$ cat config.mk
export PLATFORM = sky130hd
export DESIGN_NAME = mul_div_unit_flat
export DESIGN_NICKNAME = d
export VERILOG_FILES = /design/src/rtl/mul_div_pkg.sv /design/src/rtl/mul_div_unit_if.sv /design/src/rtl/mul_div_unit_div_iter.sv /design/src/rtl/mul_div_unit.sv /design/src/flat_wrapper.sv
export SDC_FILE = /design/constraint.sdc
export NUM_CORES = 2
export LEC_CHECK = 0
export ABC_AREA = 1
export CAP_MARGIN = 20
export CORE_MARGIN = 5
export CORE_UTILIZATION = 49
export CTS_CLUSTER_SIZE = 12
export DETAILED_ROUTE_END_ITERATION = 8
export PLACE_DENSITY = 0.68
export SLEW_MARGIN = 15
export SYNTH_ARGS = -nofsm -noshare
export SYNTH_HDL_FRONTEND = slang
export SYNTH_HIERARCHICAL = 1
export SYNTH_SLANG_ARGS = --single-unit
export TNS_END_PERCENT = 20
$ cat constraint.sdc
create_clock -name clk -period 25 [get_ports clk]
set_input_delay 3.75 -clock clk [delete_from_list [all_inputs] [get_ports clk]]
set_output_delay 3.75 -clock clk [all_outputs]
set_load 0.02 [all_outputs]
$ cat src/rtl/mul_div_pkg.sv
// rtl/mul_div_pkg.sv - op codes, FSM state and result types for mul_div_unit (optional MUL_DIV_MADD_EN)
package mul_div_pkg;

    localparam logic [3:0] OP_MULT  = 4'b1011;
    localparam logic [3:0] OP_MULTU = 4'b1100;
    localparam logic [3:0] OP_DIV   = 4'b1101;
    localparam logic [3:0] OP_DIVU  = 4'b1110;
    localparam logic [3:0] OP_MADD  = 4'b1001;
    localparam logic [3:0] OP_MADDU = 4'b1010;
    localparam logic [3:0] OP_MSUB  = 4'b0111;
    localparam logic [3:0] OP_MSUBU = 4'b1000;

    // Widest HI/LO the result struct can carry; the unit uses the low WIDTH bits.
    localparam int MAX_WIDTH = 64;

    typedef enum logic [1:0] {
        IDLE = 2'd0,
        MUL  = 2'd1,
        DIV  = 2'd2,
        FIN  = 2'd3
    } state_t;

    typedef struct packed {
        logic [MAX_WIDTH-1:0] hi;
        logic [MAX_WIDTH-1:0] lo;
    } result_t;

    function automatic logic is_div_op(input logic [3:0] op);
        return (op == OP_DIV) || (op == OP_DIVU);
    endfunction

    function automatic logic is_mul_op(input logic [3:0] op);
`ifdef MUL_DIV_MADD_EN
        return (op == OP_MULT) || (op == OP_MULTU) ||
               (op == OP_MADD) || (op == OP_MADDU) ||
               (op == OP_MSUB) || (op == OP_MSUBU);
`else
        return (op == OP_MULT) || (op == OP_MULTU);
`endif
    endfunction

    function automatic logic is_signed_op(input logic [3:0] op);
`ifdef MUL_DIV_MADD_EN
        return (op == OP_MULT) || (op == OP_DIV) || (op == OP_MADD) || (op == OP_MSUB);
`else
        return (op == OP_MULT) || (op == OP_DIV);
`endif
    endfunction

    function automatic logic is_valid_op(input logic [3:0] op);
        return is_mul_op(op) || is_div_op(op);
    endfunction

endpackage

$ cat src/rtl/mul_div_unit_if.sv
// rtl/mul_div_unit_if.sv - execute-stage request/response bundle for mul_div_unit
interface mul_div_unit_if #(
    parameter int WIDTH = 32
);
    logic             start;
    logic [3:0]       op;
    logic [WIDTH-1:0] in1;
    logic [WIDTH-1:0] in2;
    logic             flush;
    logic             hi_we;
    logic             lo_we;
    logic [WIDTH-1:0] wdata;
    logic             ready;
    logic             busy;
    logic             done;
    logic [WIDTH-1:0] hi;
    logic [WIDTH-1:0] lo;

    modport master (
        output start, op, in1, in2, flush, hi_we, lo_we, wdata,
        input  ready, busy, done, hi, lo
    );

    modport slave (
        input  start, op, in1, in2, flush, hi_we, lo_we, wdata,
        output ready, busy, done, hi, lo
    );
endinterface

$ cat src/rtl/mul_div_unit_div_iter.sv
// rtl/mul_div_unit_div_iter.sv - radix-2 restoring divider core on unsigned magnitudes
module div_iter #(
    parameter int WIDTH = 32
) (
    input  logic             clk,
    input  logic             reset,
    input  logic             load,
    input  logic             step,
    input  logic [WIDTH-1:0] dividend,
    input  logic [WIDTH-1:0] divisor,
    output logic [WIDTH-1:0] quotient,
    output logic [WIDTH-1:0] remainder
);
    logic [WIDTH-1:0] quo_q;
    logic [WIDTH-1:0] rem_q;
    logic [WIDTH-1:0] dvs_q;
    logic [WIDTH:0]   shifted;
    logic [WIDTH:0]   diff;

    // Trial subtraction: shift the next dividend bit into the partial remainder.
    always_comb begin
        shifted = {rem_q, quo_q[WIDTH-1]};
        diff    = shifted - {1'b0, dvs_q};
    end

    // Quotient bits enter at the LSB as dividend bits leave at the MSB.
    always_ff @(posedge clk) begin
        if (reset) begin
            quo_q <= '0;
            rem_q <= '0;
            dvs_q <= '0;
        end else if (load) begin
            quo_q <= dividend;
            rem_q <= '0;
            dvs_q <= divisor;
        end else if (step) begin
            if (!diff[WIDTH]) begin
                rem_q <= diff[WIDTH-1:0];
                quo_q <= {quo_q[WIDTH-2:0], 1'b1};
            end else begin
                rem_q <= shifted[WIDTH-1:0];
                quo_q <= {quo_q[WIDTH-2:0], 1'b0};
            end
        end
    end

    assign quotient  = quo_q;
    assign remainder = rem_q;
endmodule

$ cat src/rtl/mul_div_unit.sv
// rtl/mul_div_unit.sv - multi-cycle HI/LO multiply/divide unit (optional MUL_DIV_MADD_EN)
module mul_div_unit
    import mul_div_pkg::*;
#(
    parameter int WIDTH      = 32,
    parameter int MUL_CYCLES = 3
) (
    input  logic                 clk,
    input  logic                 reset,
    mul_div_unit_if.slave        bus
);
    localparam int CNT_W = $clog2(WIDTH + 1);

    state_t           state_q, state_d;
    logic [3:0]       op_q;
    logic [WIDTH-1:0] a_q, b_q;
    logic [CNT_W-1:0] cnt_q;
    logic [WIDTH-1:0] hi_q, lo_q;

    logic             accept;
    logic             commit;
    logic             sgn, a_neg, b_neg;
    logic [WIDTH-1:0] mag_a, mag_b;
    logic [WIDTH-1:0] quo, rem;
    logic             div_load, div_step;
    logic [2*WIDTH-1:0] ext_a, ext_b, product, mul_res;
    result_t          res;

    assign accept   = (state_q == IDLE) && bus.start && is_valid_op(bus.op);
    assign commit   = (state_q == FIN) && !bus.flush;
    // First DIV cycle loads the magnitudes; the remaining WIDTH cycles each retire one bit.
    assign div_load = (state_q == DIV) && (cnt_q == CNT_W'(WIDTH));
    assign div_step = (state_q == DIV) && (cnt_q != CNT_W'(WIDTH));

    // State register.
    always_ff @(posedge clk) begin
        if (reset) state_q <= IDLE;
        else       state_q <= state_d;
    end

    // Next-state logic; flush aborts any in-flight operation including its commit.
    always_comb begin
        state_d = state_q;
        case (state_q)
            IDLE: if (accept) state_d = is_div_op(bus.op) ? DIV : MUL;
            MUL:  if (bus.flush) state_d = IDLE;
                  else if (cnt_q == '0) state_d = FIN;
            DIV:  if (bus.flush) state_d = IDLE;
                  else if (cnt_q == '0) state_d = FIN;
            FIN:  state_d = IDLE;
            default: state_d = IDLE;
        endcase
    end

    // Handshake outputs decoded from state.
    always_comb begin
        bus.ready = (state_q == IDLE);
        bus.busy  = (state_q == MUL) || (state_q == DIV);
        bus.done  = commit;
    end

    // Operands and op are captured once at accept so later bus changes are ignored.
    always_ff @(posedge clk) begin
        if (reset) begin
            op_q <= '0;
            a_q  <= '0;
            b_q  <= '0;
        end else if (accept) begin
            op_q <= bus.op;
            a_q  <= bus.in1;
            b_q  <= bus.in2;
        end
    end

    // Latency counter: MUL runs MUL_CYCLES cycles, DIV runs WIDTH+1 (load plus WIDTH steps).
    always_ff @(posedge clk) begin
        if (reset) begin
            cnt_q <= '0;
        end else if (accept) begin
            cnt_q <= is_div_op(bus.op) ? CNT_W'(WIDTH) : CNT_W'(MUL_CYCLES - 1);
        end else if (((state_q == MUL) || (state_q == DIV)) && (cnt_q != '0)) begin
            cnt_q <= cnt_q - 1'b1;
        end
    end

    // Sign handling and magnitudes feeding the unsigned divider.
    always_comb begin
        sgn   = is_signed_op(op_q);
        a_neg = sgn && a_q[WIDTH-1];
        b_neg = sgn && b_q[WIDTH-1];
        mag_a = a_neg ? -a_q : a_q;
        mag_b = b_neg ? -b_q : b_q;
    end

    div_iter #(.WIDTH(WIDTH)) u_div_iter (
        .clk       (clk),
        .reset     (reset),
        .load      (div_load),
        .step      (div_step),
        .dividend  (mag_a),
        .divisor   (mag_b),
        .quotient  (quo),
        .remainder (rem)
    );

    // Full-width product; signed ops sign-extend both operands before multiplying.
    always_comb begin
        ext_a   = sgn ? {{WIDTH{a_q[WIDTH-1]}}, a_q} : {{WIDTH{1'b0}}, a_q};
        ext_b   = sgn ? {{WIDTH{b_q[WIDTH-1]}}, b_q} : {{WIDTH{1'b0}}, b_q};
        product = ext_a * ext_b;
        mul_res = product;
`ifdef MUL_DIV_MADD_EN
        if ((op_q == OP_MADD) || (op_q == OP_MADDU))
            mul_res = {hi_q, lo_q} + product;
        else if ((op_q == OP_MSUB) || (op_q == OP_MSUBU))
            mul_res = {hi_q, lo_q} - product;
`endif
    end

    // Result selection with divide sign fixup and the divide-by-zero convention.
    always_comb begin
        res = '0;
        if (is_div_op(op_q)) begin
            if (b_q == '0) begin
                res.lo = MAX_WIDTH'({WIDTH{1'b1}});
                res.hi = MAX_WIDTH'(a_q);
            end else begin
                res.lo = MAX_WIDTH'((a_neg ^ b_neg) ? -quo : quo);
                res.hi = MAX_WIDTH'(a_neg ? -rem : rem);
            end
        end else begin
            res.hi = MAX_WIDTH'(mul_res[2*WIDTH-1:WIDTH]);
            res.lo = MAX_WIDTH'(mul_res[WIDTH-1:0]);
        end
    end

    // HI/LO: explicit MTHI/MTLO writes win over a same-cycle commit.
    always_ff @(posedge clk) begin
        if (reset) begin
            hi_q <= '0;
            lo_q <= '0;
        end else begin
            if (bus.hi_we)   hi_q <= bus.wdata;
            else if (commit) hi_q <= res.hi[WIDTH-1:0];
            if (bus.lo_we)   lo_q <= bus.wdata;
            else if (commit) lo_q <= res.lo[WIDTH-1:0];
        end
    end

    assign bus.hi = hi_q;
    assign bus.lo = lo_q;
endmodule

$ cat src/flat_wrapper.sv
// flat-port wrapper written by rule: the top's interface ports become plain ports
module mul_div_unit_flat import mul_div_pkg::*;
#(
    parameter int WIDTH      = 32,
    parameter int MUL_CYCLES = 3
)
  (clk, reset, bus_start, bus_op, bus_in1, bus_in2, bus_flush, bus_hi_we, bus_lo_we, bus_wdata, bus_ready, bus_busy, bus_done, bus_hi, bus_lo);
  mul_div_unit_if #(.WIDTH(WIDTH)) bus_i ();
  input  logic clk;
  input  logic reset;
  input wire logic [$bits(bus_i.start)-1:0] bus_start;
  input wire logic [$bits(bus_i.op)-1:0] bus_op;
  input wire logic [$bits(bus_i.in1)-1:0] bus_in1;
  input wire logic [$bits(bus_i.in2)-1:0] bus_in2;
  input wire logic [$bits(bus_i.flush)-1:0] bus_flush;
  input wire logic [$bits(bus_i.hi_we)-1:0] bus_hi_we;
  input wire logic [$bits(bus_i.lo_we)-1:0] bus_lo_we;
  input wire logic [$bits(bus_i.wdata)-1:0] bus_wdata;
  output wire logic [$bits(bus_i.ready)-1:0] bus_ready;
  output wire logic [$bits(bus_i.busy)-1:0] bus_busy;
  output wire logic [$bits(bus_i.done)-1:0] bus_done;
  output wire logic [$bits(bus_i.hi)-1:0] bus_hi;
  output wire logic [$bits(bus_i.lo)-1:0] bus_lo;
  assign bus_i.start = bus_start;
  assign bus_i.op = bus_op;
  assign bus_i.in1 = bus_in1;
  assign bus_i.in2 = bus_in2;
  assign bus_i.flush = bus_flush;
  assign bus_i.hi_we = bus_hi_we;
  assign bus_i.lo_we = bus_lo_we;
  assign bus_i.wdata = bus_wdata;
  assign bus_ready = bus_i.ready;
  assign bus_busy = bus_i.busy;
  assign bus_done = bus_i.done;
  assign bus_hi = bus_i.hi;
  assign bus_lo = bus_i.lo;
  mul_div_unit #(.WIDTH(WIDTH), .MUL_CYCLES(MUL_CYCLES)) u_core (.clk(clk), .reset(reset), .bus(bus_i));
endmodule
==> qor.yml <==
global_route:
  grt_pass1_wl_mm: 358.1
  grt_usage: 0.3354
  grt_max_degree: 68
  grt-ovfl-total: 0
  grt_antenna_before_repair: 9
  grt_pass1_vias: 58716
setup_path:
  cpMostUsedCell: "fa_1"
  endpoint_kind: "flip-flop"
  cp.required_ns: 25.47
  critical_path.max_stage_delay_ns: 1.00
  cp.arrival_ns: 11.20
  crit_fanout: 47
  path_buf_inv: 10
  cp_top_family: "adder cells"
  cp-start-kind: "flip-flop"
  critical_path_class: "flip-flop to flip-flop"
  slowest_stage: "fa_1"
logic_synthesis:
  ys_top_cells_by_area: "fa_1 (44%), inv_1 (14%), nand2_1 (11%)"
  post-synth-top-count-cell: "inv_1"
  yosysWarnings: 6
  async_flop_share: 0
  synthTopCellsByCount: "inv_1 (2,407), nand2_1 (1,973), fa_1 (1,420)"
  synth_flop_cell: "dfxtp_1"
  syn_area_sq_um: 65240
  yosysTopAreaCellShare: 0.4357
  synth_cell_types: 63
  postSynthCellCount: 8507
  syn_avg_cell_area_sq_um: 7.669
  syn_nets: 10382
  synth-edff-count: 0
  ys_seq_elements: 236
  yosysSeqAreaShare: 0.07242
  post-synth-top-area-cell: "fa_1"
place:
  portBuffers: 172
  globalplace.congestion: 1.026
  place_inst: 10157
  hpwl_mm: 189.0
  dpl-instance-area_sq_um: 68400
clock_network:
  insertion_delay_ns: 0.63
  cts_buffer_depth: 3
  clk_pin_slew_ns: 0.08
  cts_tree: "yes"
  cts.sinks: 236
  cts_resized: 0
  cts_hold_buf: 0
  cts_buffers: 29
  cts_setup_buffers: 0
  cts_htree_levels: 1
  cts_root_buf: "clkbuf_16"
timing:
  tightest_slew_ns: 1.115
  timing.setup.tns_ns: 0
  skew_ns: 0.04087
  fmax_ghz: 0.09314
  whs_ns: 0.4674
  post-route-min-period_ns: 10.74
  period_share: 0.4295
  max-slew-margin-rel: 0.2490
  setup_violations: 0
  rsz0062_at_grt: "false"
  drv_slew: 0
  hold_viol: 0
routing:
  wl_per_cell_um: 22.92
  firstDrtPassIters: 6
  detail-route-antenna-nets: 0
  route.detailed.drc: 0
  vias: 55016
  drt-vias-per-instance: 5.385
  drtIter0Drc: 4496
  routed_wl_mm: 234.1
finish:
  utilization: 0.5257
  finalNonFillerCells: 10217
  area_delta_synth_final_pct: 6.327
  final_cell_area_sq_um: 69370
  fin_nets: 10308
  final_layout_size_suffix_gt1_frac: 0.03442
floorplan:
  die_h_um: 374.9
  initial_core_util: 0.4944
  core_region_area_sq_um: 132000
  dieArea_sq_um: 140500
  rows: 133
  die_w_um: 374.9
  ios: 173
job:
  maxCapViolations: 0
power_and_ir_drop:
  p_leak_nw: 37.82
  powerDensity_nw_per_um2: 49.19
  peakVddDrop_mv: 0.1831
run_status:
  status: "complete, no violations"
worst_hold_path:
  hp-class: "flip-flop to flip-flop"
==> placed cells by master, fill, tap and decap left out, drive strengths merged, types with 113 or more instances in the layout <==
cell type	n
a21oi	304
clkdlybuf4s50	171
dfxtp	236
fa	1420
ha	349
inv	2420
nand2	1995
nand3	167
nor2	458
o21ai	281
xor2	113
==> worst reg2reg max path: cells and delay by family (launching register included) <==
family	cells	cell delay, ns
AO/OA/AOI/OAI	4	0.44
buffers and inverters	10	1.71
flip-flops	1	0.35
adder cells (fa/ha/maj)	11	6.24
AND/OR/NAND/NOR	10	1.85
==> sequential cells by signal, summed over array words and instances (netlist names) <==
| name | flops |
|---|---|
| u_core/a_q | 32 |
| u_core/b_q | 32 |
| u_core/bus.hi | 32 |
| u_core/bus.lo | 32 |
| u_core/cnt_q | 6 |
| u_core/op_q | 4 |
| u_core/state_q | 2 |
| u_core/u_div_iter/dvs_q | 32 |
| u_core/u_div_iter/quotient | 32 |
| u_core/u_div_iter/remainder | 32 |
==> logic make-up after synthesis <==
family / Yosys count / share of synthesized area
flip-flops: 236 / 0.07242
AND/OR/NAND/NOR: 2767 / 0.1720
AO/OA/AOI/OAI: 758 / 0.06571
buffers and inverters: 2798 / 0.1631
adder cells (fa/ha/maj): 1769 / 0.5027
XOR/XNOR: 179 / 0.02403
==> per-layer routing <==
metal	GRT usage	up-vias	routed length, um
li1	-	24345	-
met1	0.4146	27637	89110
met2	0.5732	2366	112800
met3	0.03701	664	15490
met4	0.1902	4	16760
met5	0	-	21
==> worst paths after layout <==
kind,depth (start not counted),from,slack (ns),end
min reg2reg,2,u_core/bus.hi[20]$_SDFFE_PP0P_,0.47,u_core/bus.hi[20]$_SDFFE_PP0P_
min,2,u_core/bus.hi[20]$_SDFFE_PP0P_,0.47,u_core/bus.hi[20]$_SDFFE_PP0P_
max,35,u_core/op_q[1]$_SDFFE_PP0P_,14.26,u_core/bus.hi[14]$_SDFFE_PP0P_
max reg2reg,35,u_core/op_q[1]$_SDFFE_PP0P_,14.26,u_core/bus.hi[14]$_SDFFE_PP0P_
==> cell type report <==
type                            instances  area [sq um]
Timing Repair Buffer                  271          2460
Clock buffer                           38         809.5
Inverter                             2422          9091
Multi-Input combinational cell       5473         49910
Clock inverter                         15         136.4
Tap cell                             1755          2196
Fill cell                           12747         62600
Sequential cell                       236          4747
Antenna cell                            7         17.52
==> where the power goes <==
part	internal [mW]	switching (mW)
Clock	0.240	0.200
Combinational	0.725	1.75
Sequential	0.421	0.0793
Total	1.39	2.03
==> through the flow <==
step / worst slack [ns] / power (mW)
floorplan: 15.62 / 2.232
global placement: 14.40 / 2.908
detailed placement: 14.31 / 2.930
CTS: 14.28 / 3.383
global route: 13.82 / 3.706
finish: 14.26 / 3.412
Note: power is estimated with default switching activity, not from simulation.
